[config.mk]
export PLATFORM = sky130hd
export DESIGN_NAME = coproc_mmio_regs
export DESIGN_NICKNAME = d
export VERILOG_FILES = /design/src/rtl/coproc_mmio_regs.sv
export SDC_FILE = /design/constraint.sdc
export NUM_CORES = 1
export LEC_CHECK = 0
export CORE_MARGIN = 2
export CORE_UTILIZATION = 44
export CTS_CLUSTER_DIAMETER = 120
export DETAILED_ROUTE_END_ITERATION = 12
export GPL_TIMING_DRIVEN = 0
export PLACE_DENSITY = 0.74
export SYNTH_ARGS = -nofsm -noshare
export SYNTH_HDL_FRONTEND = slang
export SYNTH_SLANG_ARGS = --single-unit
[constraint.sdc]
create_clock -name clk -period 1.91 [get_ports clk]
set_clock_uncertainty 0.2 [all_clocks]
set_input_delay 0.382 -clock clk [delete_from_list [all_inputs] [get_ports clk]]
set_output_delay 0.382 -clock clk [all_outputs]
set_load 0.01 [all_outputs]
[src/rtl/coproc_mmio_regs.sv]
// MMIO register block fronting the fuzzy-estimator coprocessor: control/status, operands, MF params.
// Optional wait-timeout watchdog is built when COPROC_TIMEOUT_EN is defined.
module coproc_mmio_regs (
    input  logic         clk,
    input  logic         rst_n,
    input  logic         wr_en,
    input  logic         rd_en,
    input  logic [5:0]   addr,
    input  logic [7:0]   wdata,
    output logic [7:0]   rdata,
    output logic         rd_valid,
    output logic         start,
    output logic         init,
    output logic         reg_mode,
    output logic         dt_mode,
    output logic [7:0]   T_in,
    output logic [7:0]   dT_in,
    output logic [191:0] mf_params,
    input  logic         valid,
    input  logic [7:0]   G_in,
    output logic         irq
);

    localparam logic [5:0] ADDR_CTRL   = 6'h00;
    localparam logic [5:0] ADDR_STATUS = 6'h01;
    localparam logic [5:0] ADDR_RESULT = 6'h02;
    localparam logic [5:0] ADDR_T_IN   = 6'h03;
    localparam logic [5:0] ADDR_DT_IN  = 6'h04;
    localparam logic [5:0] ADDR_MF_LO  = 6'h08;
    localparam logic [5:0] ADDR_MF_HI  = 6'h1F;

    typedef enum logic {
        IDLE = 1'b0,
        WAIT = 1'b1
    } state_e;

    state_e      state_q, state_d;
    logic        start_q, start_d;
    logic        init_q;
    logic        reg_mode_q, dt_mode_q, irq_en_q;
    logic [7:0]  t_in_q, dt_in_q, result_q;
    logic [7:0]  mf_q [24];
    logic        done_q, err_q;
    logic        done_set, err_set;
    logic        timeout_flag;
    logic [7:0]  rdata_q, rd_mux;
    logic        rd_valid_q;

    logic        in_idle;
    logic        wr_ok;
    logic        is_mf_addr;
    logic [4:0]  mf_idx;
    logic        start_req;
    logic        status_rd;

    assign in_idle    = (state_q == IDLE);
    assign wr_ok      = wr_en && in_idle;
    assign is_mf_addr = (addr >= ADDR_MF_LO) && (addr <= ADDR_MF_HI);
    assign mf_idx     = 5'(addr - ADDR_MF_LO);
    assign start_req  = wr_ok && (addr == ADDR_CTRL) && wdata[0];
    assign status_rd  = rd_en && (addr == ADDR_STATUS);
    // CTRL and the whole operand/MF window are locked while the core is evaluating
    assign err_set    = wr_en && !in_idle &&
                        ((addr == ADDR_CTRL) || ((addr >= ADDR_T_IN) && (addr <= ADDR_MF_HI)));

`ifdef COPROC_TIMEOUT_EN
    logic [7:0] wait_cnt_q, wait_cnt_d;
    logic       timeout_q, timeout_set;
    assign timeout_flag = timeout_q;
`else
    assign timeout_flag = 1'b0;
`endif

    // FSM next-state: valid takes priority over the timeout expiry on the same edge
    always_comb begin
        state_d  = state_q;
        start_d  = start_q;
        done_set = 1'b0;
`ifdef COPROC_TIMEOUT_EN
        wait_cnt_d  = wait_cnt_q;
        timeout_set = 1'b0;
`endif
        case (state_q)
            IDLE: begin
                if (start_req) begin
                    state_d = WAIT;
                    start_d = 1'b1;
`ifdef COPROC_TIMEOUT_EN
                    wait_cnt_d = '0;
`endif
                end
            end
            WAIT: begin
                if (valid) begin
                    state_d  = IDLE;
                    start_d  = 1'b0;
                    done_set = 1'b1;
                end
`ifdef COPROC_TIMEOUT_EN
                else if (wait_cnt_q == 8'd63) begin
                    state_d     = IDLE;
                    start_d     = 1'b0;
                    timeout_set = 1'b1;
                end else begin
                    wait_cnt_d = wait_cnt_q + 8'd1;
                end
`endif
            end
            default: begin
                state_d = IDLE;
                start_d = 1'b0;
            end
        endcase
    end

    always_ff @(posedge clk or negedge rst_n) begin
        if (!rst_n) begin
            state_q <= IDLE;
            start_q <= 1'b0;
        end else begin
            state_q <= state_d;
            start_q <= start_d;
        end
    end

`ifdef COPROC_TIMEOUT_EN
    always_ff @(posedge clk or negedge rst_n) begin
        if (!rst_n) begin
            wait_cnt_q <= '0;
            timeout_q  <= 1'b0;
        end else begin
            wait_cnt_q <= wait_cnt_d;
            timeout_q  <= timeout_set | (timeout_q & ~status_rd);
        end
    end
`endif

    always_ff @(posedge clk or negedge rst_n) begin
        if (!rst_n) begin
            init_q     <= 1'b0;
            reg_mode_q <= 1'b0;
            dt_mode_q  <= 1'b0;
            irq_en_q   <= 1'b0;
            t_in_q     <= '0;
            dt_in_q    <= '0;
            result_q   <= '0;
            done_q     <= 1'b0;
            err_q      <= 1'b0;
            for (int unsigned i = 0; i < 24; i++) begin
                mf_q[i] <= '0;
            end
        end else begin
            init_q <= wr_ok && (addr == ADDR_CTRL) && wdata[1];
            if (wr_ok) begin
                case (addr)
                    ADDR_CTRL: begin
                        reg_mode_q <= wdata[2];
                        dt_mode_q  <= wdata[3];
                        irq_en_q   <= wdata[7];
                    end
                    ADDR_T_IN:  t_in_q  <= wdata;
                    ADDR_DT_IN: dt_in_q <= wdata;
                    default: begin
                        if (is_mf_addr) begin
                            mf_q[mf_idx] <= wdata;
                        end
                    end
                endcase
            end
            if (done_set) begin
                result_q <= G_in;
            end
            // A flag being set on the same edge as a STATUS read survives the clear
            done_q <= done_set | (done_q & ~status_rd);
            err_q  <= err_set  | (err_q  & ~status_rd);
        end
    end

    always_comb begin
        rd_mux = '0;
        case (addr)
            ADDR_CTRL:   rd_mux = {irq_en_q, 3'b000, dt_mode_q, reg_mode_q, 2'b00};
            ADDR_STATUS: rd_mux = {4'b0000, err_q, timeout_flag, done_q, ~in_idle};
            ADDR_RESULT: rd_mux = result_q;
            ADDR_T_IN:   rd_mux = t_in_q;
            ADDR_DT_IN:  rd_mux = dt_in_q;
            default: begin
                if (is_mf_addr) begin
                    rd_mux = mf_q[mf_idx];
                end
            end
        endcase
    end

    always_ff @(posedge clk or negedge rst_n) begin
        if (!rst_n) begin
            rdata_q    <= '0;
            rd_valid_q <= 1'b0;
        end else begin
            rd_valid_q <= rd_en;
            if (rd_en) begin
                rdata_q <= rd_mux;
            end
        end
    end

    always_comb begin
        mf_params = '0;
        for (int unsigned i = 0; i < 24; i++) begin
            mf_params[8*i +: 8] = mf_q[i];
        end
    end

    assign rdata    = rdata_q;
    assign rd_valid = rd_valid_q;
    assign start    = start_q;
    assign init     = init_q;
    assign reg_mode = reg_mode_q;
    assign dt_mode  = dt_mode_q;
    assign T_in     = t_in_q;
    assign dT_in    = dt_in_q;
    assign irq      = irq_en_q & (done_q | timeout_flag);

endmodule
==> impl_metrics.ini <==
[outcome]
status = finished with violations
violations = setup timing

[layout]
fin_area_um2 = 15400
drive_gt1_share_pct = 38.5
nNetsFinal = 1078
area_growth_pct = 40.3
fin_cells = 1391

[sta]
fmax_mhz = 507
setup_slack_ns = -0.0639
setup_viol = 60
worst_pin_slew_ns = 0.829
period_needed_ns = 1.97
whs_ns = 0.102
slew_headroom_pct = 44.7
grt_setup_unrepaired = yes
finalHoldViolCount = 0
drv_slew = 0
period_share_pct = 103

[worst_hold_path]
hold_start = wr_en
hold_path_class = in -> reg

[routing]
ant_nets = 0
totalWireLength_mm = 39.1
drt-pass1-iter-count = 5
drcViolationCount = 0
drtIter0Drc = 660
routedWlPerCell_um = 28.1
avgViaCountPerCell = 5.99
vias = 8339

[clocking]
clock_latency_ns = 0.54
cts_tree = built
root_buffer = clkbuf_16
clk_pin_slew_worst_paths_ns = 0.06
clkSinkCount = 233
clk_path_buf_depth = 3
htreeDepth = 1
cts-buffers-inserted = 26

[setup_path]
start_kind = flip-flop
crit_type = reg -> reg
crit_required_ns = 2.13
path_buf_inv = 2
crit_family = simple AND/OR/NAND/NOR gates
worstPathCellList = nor2b_2 > buf_8 > and3_4 > buf_12 > nand3_4 > mux2_4
r2r_start = state_q
path_max_fanout = 8
critPathLaunch = state_q
crit_path_end_kind = flip-flop
cp.arrival_ns = 2.19
max_stage_delay_ns = 0.40
slowest_stage = dfrtp_1

[yosys]
synth-edff-count = 0
yosysSeqAreaShare_pct = 53.2
yosysWarnings = 0
syn_avg_cell_area_um2 = 14.5
synth_seq_cells = 233
synth.distinct_cells = 58
syn-cell-area_um2 = 11000
async_flop_share_pct = 100
synthFlopType = dfrtp_1
syn_nets = 784
syn-instance-count = 754

[floorplan]
dieArea_um2 = 26200
die_height_um = 162
start_util_pct = 44.9
num_rows = 57
coreArea_um2 = 24400
die_w_um = 162
io_pins = 249

[flow_run]
drv_cap = 0

[power_and_ir_drop]
power_leakage_nw = 7.80
peakVddDrop_uv = 592
powerDensity_nw_per_um2 = 883
total_power_mw = 13.6

[grt]
grt_pass1_vias = 8476
grt_pass1_wl_mm = 56.6
grt_usage_pct = 29.4
grt_max_degree = 101
overflow = 0
grt_antenna_before_repair = 0

[placement]
place_area_um2 = 14000
hpwl_mm = 27.1
gp_congestion = 0.991
io_buffer_count = 245
dp_cells = 1325
==> cells in the mapped netlist (2+ instances only) <==
cell,number,area [um2]
nand2_2,3,18.8
mux4_2,33,743
o2111ai_1,4,35.0
nand3_1,7,35.0
o211ai_1,5,37.5
nand2_1,30,113
nand3_2,7,70.1
clkbuf_1,23,86.3
o22a_1,4,35.0
buf_2,19,95.1
ha_1,3,37.5
nor3_1,2,10.0
and4_1,2,17.5
o31ai_1,2,15.0
and3_1,4,25.0
and2_1,2,12.5
mux2_2,227,2560
o221ai_1,2,17.5
a221oi_1,7,61.3
nor3_4,4,65.1
nor2b_1,6,37.5
o21ai_0,15,75.1
inv_1,3,11.3
buf_4,6,45.0
o21bai_1,2,15.0
nor4_1,5,31.3
nand2b_1,5,31.3
a21oi_1,2,10.0
o22ai_1,7,43.8
dfrtp_1,233,5830
mux2i_1,41,410
nor4_4,3,63.8
nor2_1,11,41.3
==> worst paths after layout <==
kind                                      end  slack (ns)  depth (start not counted)
worst max-delay path            mf_params[56]       -0.06                          6
worst min-delay path                    err_q        0.10                          3
worst max register to register  mf_params[56]       -0.06                          6
worst min register to register          start        0.28                          2
max in group asynchronous             T_in[4]        0.52                          3
min in group asynchronous       mf_params[94]        0.15                          2
==> layer usage <==
layer  share of wire [%]  track usage (%)  vias up
li1                    -                -     3435
met1                  41             40.3     4367
met2                  47             46.1      447
met3                 9.3             6.54       90
met4                 3.4             11.3        0
met5                   0                0        -
==> cells in the final DEF, fill, tap and decap left out, drive strengths merged, types with 3 or more instances in the layout <==
| cell type | n |
|---|---|
| dfrtp | 233 |
| mux2 | 227 |
| dlygate4sd2 | 223 |
| clkbuf | 67 |
| buf | 49 |
| mux2i | 41 |
| mux4 | 33 |
| nand2 | 33 |
| clkdlybuf4s50 | 18 |
| o21ai | 15 |
| nand3 | 15 |
| nor2 | 12 |
| nor4 | 8 |
| o22ai | 7 |
| a221oi | 7 |
| nor3 | 6 |
| nor2b | 6 |
| nand2b | 5 |
| o211ai | 5 |
| and3 | 5 |
| inv | 5 |
| o22a | 4 |
| and2 | 4 |
| o2111ai | 4 |
| a21oi | 3 |
| ha | 3 |
==> worst reg2reg max path, cell delays in order (launching register included) <==
cell	delay, ns
dfrtp_1	0.40
nor2b_2	0.16
buf_8	0.15
and3_4	0.20
buf_12	0.15
nand3_4	0.23
mux2_4	0.37
==> where the power goes <==
part | total [mW] | switching [mW] | internal [mW] | leakage (nW)
Clock | 4.75 | 2.00 | 2.75 | 0.378
Sequential | 5.98 | 0.477 | 5.50 | 3.12
Combinational | 2.84 | 1.39 | 1.45 | 4.31
Total | 13.6 | 3.87 | 9.70 | 7.80
==> state kept, by name, indices dropped and copies added (netlist names) <==
| register | count |
|---|---|
| mf_params | 192 |
| T_in | 8 |
| dT_in | 8 |
| rdata | 8 |
| result_q | 8 |
| done_q | 1 |
| dt_mode | 1 |
| err_q | 1 |
| init | 1 |
| irq_en_q | 1 |
| rd_valid | 1 |
| reg_mode | 1 |
| start | 1 |
| state_q | 1 |
==> layout make-up <==
| cell class | instances | area [um2] |
|---|---|---|
| flip-flops and latches | 233 | 5830 |
| inverters | 5 | 25.0 |
| diodes | 1 | 2.50 |
| clock inverters | 3 | 55.1 |
| repair buffers | 267 | 2450 |
| well taps | 324 | 405 |
| fillers | 1964 | 9020 |
| clock buffers | 43 | 734 |
| multi-input cells | 467 | 5490 |
| plain buffers | 48 | 383 |
==> kinds of logic after synthesis <==
family | synth area share, %
compound gates | 4.08
xor+xnor | 0.0800
fa+ha+maj | 0.343
buf+inv | 2.34
flops | 53.2
mux | 33.9
simple gates | 6.08
==> stage by stage <==
stage	setup slack [ns]	TNS (ns)	util [%]
after global routing	-0.0766	-3.77	63.0
after global placement	-9.67	-2465.72	57.3
after floorplan	-0.168	-2.76	-
after CTS	-0.0201	-0.0201	61.3
final	-0.0639	-0.875	63.0
after detailed placement	-1.48	-219.69	57.5
==> what timing repair did <==
item | 4_1_cts | 5_1_grt
cloned | 0 | 0
endpoints found under the hold margin | 52 | 0
setup buffers | 13 | 6
hold buffers | 1 | 0
resized for setup | 285 | 107
pin swaps | 12 | 6
endpoints found under the setup margin | 444 | 178
Note: power is estimated with default switching activity, not from simulation.
